[src/rtl/traffic_gen_if.sv]
// Valid/ready flit port between a traffic generator and its router.
interface traffic_gen_if #(
    parameter int WIDTH = 32
);
    logic [WIDTH-1:0] data_out;
    logic             valid_out;
    logic             ready_in;

    modport master (output data_out, output valid_out, input ready_in);
    modport slave  (input data_out, input valid_out, output ready_in);
endinterface

[src/rtl/traffic_gen.sv]
// Traffic pattern generator: streams NUM_PKTS single-flit packets
// {src, dst, id, counter} to one router port over valid/ready.
module traffic_gen #(
    parameter int         WIDTH        = 32,
    parameter int         N            = 16,
    parameter int         N_ADDR_WIDTH = $clog2(N),
    parameter logic [7:0] ID           = 8'd0,
    parameter int         NODE         = 0,
    parameter int         DEST         = 15,
    parameter int         NUM_PKTS     = 102,
    parameter int         GAP          = 0
) (
    input  logic          clk,
    input  logic          rst,
    input  logic          enable,
    output logic          done,
    traffic_gen_if.master bus
);
    localparam int NAW = N_ADDR_WIDTH;
    localparam int DW  = WIDTH - 2 * NAW - 8;

    localparam logic [NAW-1:0] SRC_A = NAW'(NODE);
    localparam logic [NAW-1:0] DST_A = NAW'(DEST);
    localparam logic [31:0]    NPKT  = 32'(NUM_PKTS);
    localparam logic [31:0]    GAPL  = 32'(GAP - 1);

    typedef enum logic [1:0] {
        S_IDLE,
        S_SEND,
        S_GAP,
        S_DONE
    } state_t;

    state_t           state, state_n;
    logic [DW-1:0]    cnt, cnt_n;
    logic [31:0]      sent, sent_n;
    logic [31:0]      gap, gap_n;
    logic             valid_q;
    logic             done_q;
    logic [WIDTH-1:0] data_q;
    logic             xfer;

    assign xfer          = valid_q & bus.ready_in;
    assign bus.valid_out = valid_q;
    assign bus.data_out  = data_q;
    assign done          = done_q;

    always_comb begin
        state_n = state;
        cnt_n   = cnt;
        sent_n  = sent;
        gap_n   = gap;
        case (state)
            S_IDLE: begin
                if (NUM_PKTS == 0)
                    state_n = S_DONE;
                else if (enable)
                    state_n = S_SEND;
            end
            S_SEND: begin
                if (xfer) begin
                    cnt_n  = cnt + DW'(1);
                    sent_n = (sent < NPKT) ? sent + 32'd1 : sent;
                    if (sent_n == NPKT) begin
                        state_n = S_DONE;
                    end else if (GAP > 0) begin
                        state_n = S_GAP;
                        gap_n   = GAPL;
                    end else if (!enable) begin
                        state_n = S_IDLE;
                    end
                end
            end
            S_GAP: begin
                if (gap == 32'd0)
                    state_n = enable ? S_SEND : S_IDLE;
                else
                    gap_n = gap - 32'd1;
            end
            S_DONE: state_n = S_DONE;
            default: state_n = S_IDLE;
        endcase
    end

    // Outputs are decoded from the next state so they leave a flop.
    always_ff @(posedge clk or negedge rst) begin
        if (!rst) begin
            state   <= S_IDLE;
            cnt     <= '0;
            sent    <= '0;
            gap     <= '0;
            valid_q <= 1'b0;
            done_q  <= 1'b0;
            data_q  <= '0;
        end else begin
            state   <= state_n;
            cnt     <= cnt_n;
            sent    <= sent_n;
            gap     <= gap_n;
            valid_q <= (state_n == S_SEND);
            done_q  <= (state_n == S_DONE);
            if (state_n == S_SEND)
                data_q <= {SRC_A, DST_A, ID, cnt_n};
        end
    end
endmodule
[src/flat_wrapper.sv]
// flat-port wrapper written by rule: the top's interface ports become plain ports
module traffic_gen_flat 
#(
    parameter int         WIDTH        = 32,
    parameter int         N            = 16,
    parameter int         N_ADDR_WIDTH = $clog2(N),
    parameter logic [7:0] ID           = 8'd0,
    parameter int         NODE         = 0,
    parameter int         DEST         = 15,
    parameter int         NUM_PKTS     = 102,
    parameter int         GAP          = 0
)
  (clk, rst, enable, done, bus_data_out, bus_valid_out, bus_ready_in);
  traffic_gen_if #(.WIDTH(WIDTH)) bus_i ();
  input  logic clk;
  input  logic rst;
  input  logic enable;
  output logic done;
  output wire logic [$bits(bus_i.data_out)-1:0] bus_data_out;
  output wire logic [$bits(bus_i.valid_out)-1:0] bus_valid_out;
  input wire logic [$bits(bus_i.ready_in)-1:0] bus_ready_in;
  assign bus_data_out = bus_i.data_out;
  assign bus_valid_out = bus_i.valid_out;
  assign bus_i.ready_in = bus_ready_in;
  traffic_gen #(.WIDTH(WIDTH), .N(N), .N_ADDR_WIDTH(N_ADDR_WIDTH), .ID(ID), .NODE(NODE), .DEST(DEST), .NUM_PKTS(NUM_PKTS), .GAP(GAP)) u_core (.clk(clk), .rst(rst), .enable(enable), .done(done), .bus(bus_i));
endmodule
[config.mk]
export PLATFORM = sky130hd
export DESIGN_NAME = traffic_gen_flat
export DESIGN_NICKNAME = d
export VERILOG_FILES = /design/src/rtl/traffic_gen_if.sv /design/src/rtl/traffic_gen.sv /design/src/flat_wrapper.sv
export SDC_FILE = /design/constraint.sdc
export NUM_CORES = 1
export LEC_CHECK = 0
export BUFFER_PORTS_ARGS = -buffer_cell sky130_fd_sc_hd__buf_4
export CORE_MARGIN = 5
export CORE_UTILIZATION = 63
export CTS_BUF_LIST = sky130_fd_sc_hd__clkbuf_16
export DETAILED_ROUTE_END_ITERATION = 16
export GPL_TIMING_DRIVEN = 0
export PLACE_DENSITY = 0.93
export SETUP_SLACK_MARGIN = 0.15
export SYNTH_ARGS = -nofsm -noshare
export SYNTH_HDL_FRONTEND = slang
export SYNTH_SLANG_ARGS = --single-unit
export TNS_END_PERCENT = 10
[constraint.sdc]
create_clock -name clk -period 4.85 [get_ports clk]
set_clock_uncertainty 0.2 [all_clocks]
set_input_delay 0.7275 -clock clk [delete_from_list [all_inputs] [get_ports clk]]
set_output_delay 0.7275 -clock clk [all_outputs]
set_load 0.1 [all_outputs]
# --- Word level (Yosys, flattened, before mapping) ---
# Cells that the tools add are included.
op_classes:
  magnitude_cmp: 1
  n_eq_ne: 6
  bitwise_logic: 2
  add_sub_neg: 3
  n_mux: 10
  reduce_logical: 4
ops:
  columns: ["op", "count"]
  rows:
  - ["adder 32 x 1 -> 32 bit, second input constant", 1]
  - ["equality test 32 x 7 -> 1 bit, second input constant", 1]
  - ["zero test 32 bit", 1]
  - ["< comparator 32 x 7 -> 1 bit, second input constant", 1]
  - ["two-way mux 16 bit", 2]
  - ["two-way mux 32 bit", 1]
  - ["subtractor 32 x 1 -> 32 bit, second input constant", 1]
  - ["adder 16 x 1 -> 16 bit, second input constant", 1]
  - ["two-way mux 2 bit", 5]
  - ["case mux 2 bit (4 select lines)", 1]
  - ["equality test 2 bit, second input constant", 3]
  - ["equality test 2 x 1 -> 1 bit, second input constant", 2]
  - ["AND reduction 2 bit", 2]
  - ["zero test 2 bit", 1]
  - ["bitwise AND 1 bit", 1]
  - ["two-way mux 1 bit", 1]
  - ["inverter 1 bit", 1]
totals:
  reg_bits: 101
  in_bits: 4
  word_cells: 33
  out_inout_bits: 34

# --- Logic depth before layout (Yosys ltp) ---
logic_depth:
  word_depth: 7
  depth_mapped: 11
  ltp_nobuf: 9

# --- Worst setup path after synthesis ---
# No wires, ideal clock.
synth_path:
  path_kind: "reg2reg"
  from: "register u_core.gap[0]"
  to: "register u_core.data_q[10], in the netlist u_core.bus.data_out[10]"
  t_arrival_ns: 2.355
  path_slack_ns: 2.169
  path_buffers: 1
  required_ns: 4.524
  path_stages_with_launch: 11
  setup_time_ns: 0.126
  period_less_slack_ns: 2.681
  cell_sequence: "dfrtp_1 -> inv_1 -> ha_1 -> or3b_2 -> nor3_1 -> nand4b_1 -> o21ai_2 -> a21oi_1 -> a21oi_4 -> buf_8 -> mux2_4"
synth_between:
  elab_chain_len: 4
synth_rtl:
  columns: ["item", "line", "source"]
  rows:
  - ["start, declared", "traffic_gen.sv:37", "logic [31:0] gap, gap_n;"]
  - ["start signal, assigned", "traffic_gen.sv:99", "gap <= gap_n;"]
  - ["zero test 32 bit", "traffic_gen.sv:75", "if (gap == 32'd0)"]
  - ["two-way mux 2 bit", "traffic_gen.sv:75", null]
  - ["case mux 2 bit (4 select lines)", "traffic_gen.sv:53", "case (state)"]
  - ["equality test 2 x 1 -> 1 bit", "traffic_gen.sv:102", "if (state_n == S_SEND)"]
  - ["end signal, assigned", "traffic_gen.sv:103", "data_q <= {SRC_A, DST_A, ID, cnt_n};"]
  - ["end, declared", "traffic_gen.sv:40", "logic [WIDTH-1:0] data_q;"]
# Every way passes these cells.
# A chain may end at the register's enable or synchronous reset.

# --- Worst setup path after layout ---
layout_path:
  from: "register u_core.gap[0]"
  to: "register u_core.data_q[9], in the netlist u_core.bus.data_out[9]"
# The elaborated chain is that of the path after synthesis.

==> metrics.md <==
| Metric | Value |
|---|---|
| Status | finished, final reports clean |
| Final hold viol count | 0 |
| Yosys top cell by area | dfrtp_1 |
| Delay-heaviest family, CP | simple AND/OR/NAND/NOR gates |
| Fillers | 413 |
| Die area | 0.00858 mm² |
| Starting Density | 0.640 |
| CTS tree | yes |
| Fmax | 326 MHz |
| Setup bufs post-CTS | 0 |
| Final Power | 0.00215 W |
| RSZ-0062 raised after global routing | false |
| Min Clock Period, post-route | 3060 ps |
| Largest net degree at the start of global routing | 102 |
| Clock slew at reported path FFs | 60 ps |
| Cell row count | 30 |
| Antenna violations before repair | 0 |
| Final WL | 7940 µm |
| CP Launch Type | register |
| CP endpoint kind | register |
| Arrival @ worst endpoint | 3070 ps |
| Global-route wire length before repair | 13400 µm |
| EDFF count, synth | 0 |
| Area growth syn-to-layout | 14.0% |
| I/O Pins | 38 |
| Core area | 0.00672 mm² |
| Worst EP required | 4860 ps |
| Synth area leaders | dfrtp_1, xnor2_1, xor2_1 |
| Synth top area share | 0.587 |
| Worst slew pin tran | 1200 ps |
| DRT iter0 DRCs | 207 |
| Final nets | 412 |
| Slew margin rel. | 0.203 |
| DRT Pass-1 Iters | 4 |
| Top Usage Layer GRT | met2 |
| Gr ovfl total | 0 |
| Max-Cap Viols | 0 |
| Placer Congestion | 0.814 |
| Peak supply drop | 0.000239 V |
| Routed length per instance | 16.3 µm |
| Die width | 92.6 µm |
| Clock sink total | 101 |
| Post-synth ARST share | 1.00 |
| TritonCTS Buffers | 9 |
| GR Util met2 | 0.350 |
| Setup violations, final | 0 |
| Worst path max stage delay | 510 ps |
| Critical path buffer and inverter count | 2 |
| Power per cell area | 439 mW/mm² |
| Synth Flop Type | dfrtp_1 |
| Final Non-Filler Cells | 488 |
| Post-route clock period utilization | 0.632 |
| Worst path slowest cell | or3b_2 |
| Clock Tree Buf Depth | 2 |
| Routed via count | 2727 |
| Reg2reg start | u_core.gap[0]$_DFFE_PN0P_ |
| Synth Area in Simple Gates | 0.158 |
| Mapped Area | 0.00430 mm² |
| Worst hold-check path type | reg -> reg |
| Static Leakage | 2.60 nW |
| DP Wirelength | 5470 µm |
| Cts-stage hold buffer count | 0 |
| Cell with the most instances after synthesis | dfrtp_1 |
| Seq/Total Area, Yosys | 0.587 |
| XOR/XNOR share of the synthesized area | 0.104 |
| Drc violations | 0 |
| Ratio of cells with drive above 1 in the final layout | 0.201 |
| Vias in the first global route | 2865 |
| Critical Path Fanout Max | 10 |
| Htree depth | 3 |
| Clock root buffer | clkbuf_16 |
| # port buffers | 25 |
| Placed insts | 474 |
| Multiplexer area fraction after synthesis | 0.0538 |
| Vias per std cell | 5.59 |
| Post-DRT Antenna Nets | 0 |
| Seq cells post-synth | 101 |
| Met3 Track Usage GR | 0.0398 |
| Clock Latency Late Sink | 330 ps |
| Count of cell types in the netlist | 48 |
| CP startpoint | u_core.gap[0]$_DFFE_PN0P_ |
| Total GRT Usage | 0.201 |
| CP Class | reg -> reg |
| TNS Setup | 0 ps |
| Post-Synthesis Cells | 358 |
| Min-Delay Startpoint | u_core.sent[18]$_DFFE_PN0P_ |
| Cts repair resizes | 0 |
| M1 GR Usage | 0.235 |
| Post-Synth Adder-Cell Area | 0.00872 |
| N_diodes | 0 |
| Largest family of logic cells by synthesized area | simple AND/OR/NAND/NOR gates |
| Yosys warning count | 0 |
| Slew Limit Fails | 0 |
| Synth top cells by count | dfrtp_1, clkbuf_1, nand2_1, xnor2_1, xor2_1 |
| Die Y | 92.6 µm |
| Critical Path, Cell by Cell | inv_1 -> ha_1 -> or3b_2 -> nor3_1 -> nand4b_1 -> o21ai_2 -> a21oi_1 -> a21oi_4 -> buf_8 -> mux2_4 |
| Compound-Gate Fraction of Synth Area | 0.0294 |
| Avg Cell Area, Syn | 12.0 µm² |
## registers in the layout (all words and copies together), names as in the netlist
name	count
u_core.bus.data_out	17
u_core.bus.valid_out	1
u_core.cnt	16
u_core.done	1
u_core.gap	32
u_core.sent	32
u_core.state	2
## worst register-to-register path, cell delays in order (launching register included)
cell      delay (ps)
dfrtp_1          400
inv_1            100
ha_1             200
or3b_2           510
nor3_1           170
nand4b_1         200
o21ai_2          180
a21oi_1          110
a21oi_4          340
buf_8            210
mux2_4           320
## final timing paths
kind                                                      endpoint  slack [ps]  cells after the start
min in group asynchronous                  u_core.cnt[0]$_DFF_PN0_         430                      1
max in group asynchronous       u_core.bus.data_out[5]$_DFFE_PN0N_        3250                      1
worst max-delay path            u_core.bus.data_out[9]$_DFFE_PN0N_        1790                     10
worst min register to register         u_core.sent[18]$_DFFE_PN0P_         260                      1
worst min-delay path                   u_core.sent[18]$_DFFE_PN0P_         260                      1
worst max register to register  u_core.bus.data_out[9]$_DFFE_PN0N_        1790                     10
## cell families after synthesis
| group | after synthesis |
|---|---|
| XOR/XNOR | 51 |
| AND/OR/NAND/NOR | 119 |
| flip-flops | 101 |
| other | 1 |
| buffers and inverters | 48 |
| AO/OA/AOI/OAI | 17 |
| multiplexers | 18 |
| adder cells (fa/ha/maj) | 3 |
## final cells by class
cell class / count / area, µm² / area share
flip-flops and latches: 101 / 2530 / 0.515
multi-input cells: 220 / 1570 / 0.319
plain buffers: 45 / 239 / 0.0487
clock buffers: 9 / 225 / 0.0459
repair buffers: 25 / 188 / 0.0383
well taps: 80 / 100 / 0.0204
clock inverters: 5 / 46.3 / 0.00944
inverters: 3 / 11.3 / 0.00230
## routing by layer
metal / part of all wire / vias up / wire length, µm
li1: - / 1262 / -
met3: 0.042 / 28 / 331
met1: 0.40 / 1344 / 3180
met4: 0.038 / 0 / 299
met5: 0 / - / 0
met2: 0.52 / 93 / 4130
## report_power, final
group | internal [W] | switching (W) | total [W] | leakage (nW)
clock network | 0.000387 | 0.000270 | 0.000657 | 0.141
registers | 0.000915 | 0.0000754 | 0.000990 | 1.37
logic | 0.000147 | 0.000358 | 0.000505 | 1.09
total | 0.00145 | 0.000703 | 0.00215 | 2.60
## through the flow
step	util	instance area [µm²]	hold slack, ps	worst slack, ps
2_1_floorplan	-	4340	229	2170
3_3_place_gp	0.689	4630	240	1910
3_5_place_dp	0.689	4630	250	1820
4_1_cts	0.730	4900	262	1780
5_1_grt	0.730	4900	277	1690
6_report	0.730	4900	258	1790
## placed cells by master, fill, tap and decap left out, drive strengths merged, types with 12 or more instances in the layout
| cell | netlist | routed |
|---|---|---|
| buf | 18 | 43 |
| clkbuf | 27 | 36 |
| conb | 1 | 12 |
| dfrtp | 101 | 101 |
| mux2 | 17 | 17 |
| nand2 | 26 | 26 |
| nor2 | 18 | 18 |
| nor3 | 13 | 13 |
| nor4 | 12 | 12 |
| xnor2 | 26 | 26 |
| xor2 | 25 | 25 |
Power figures use the tool's default switching activity.
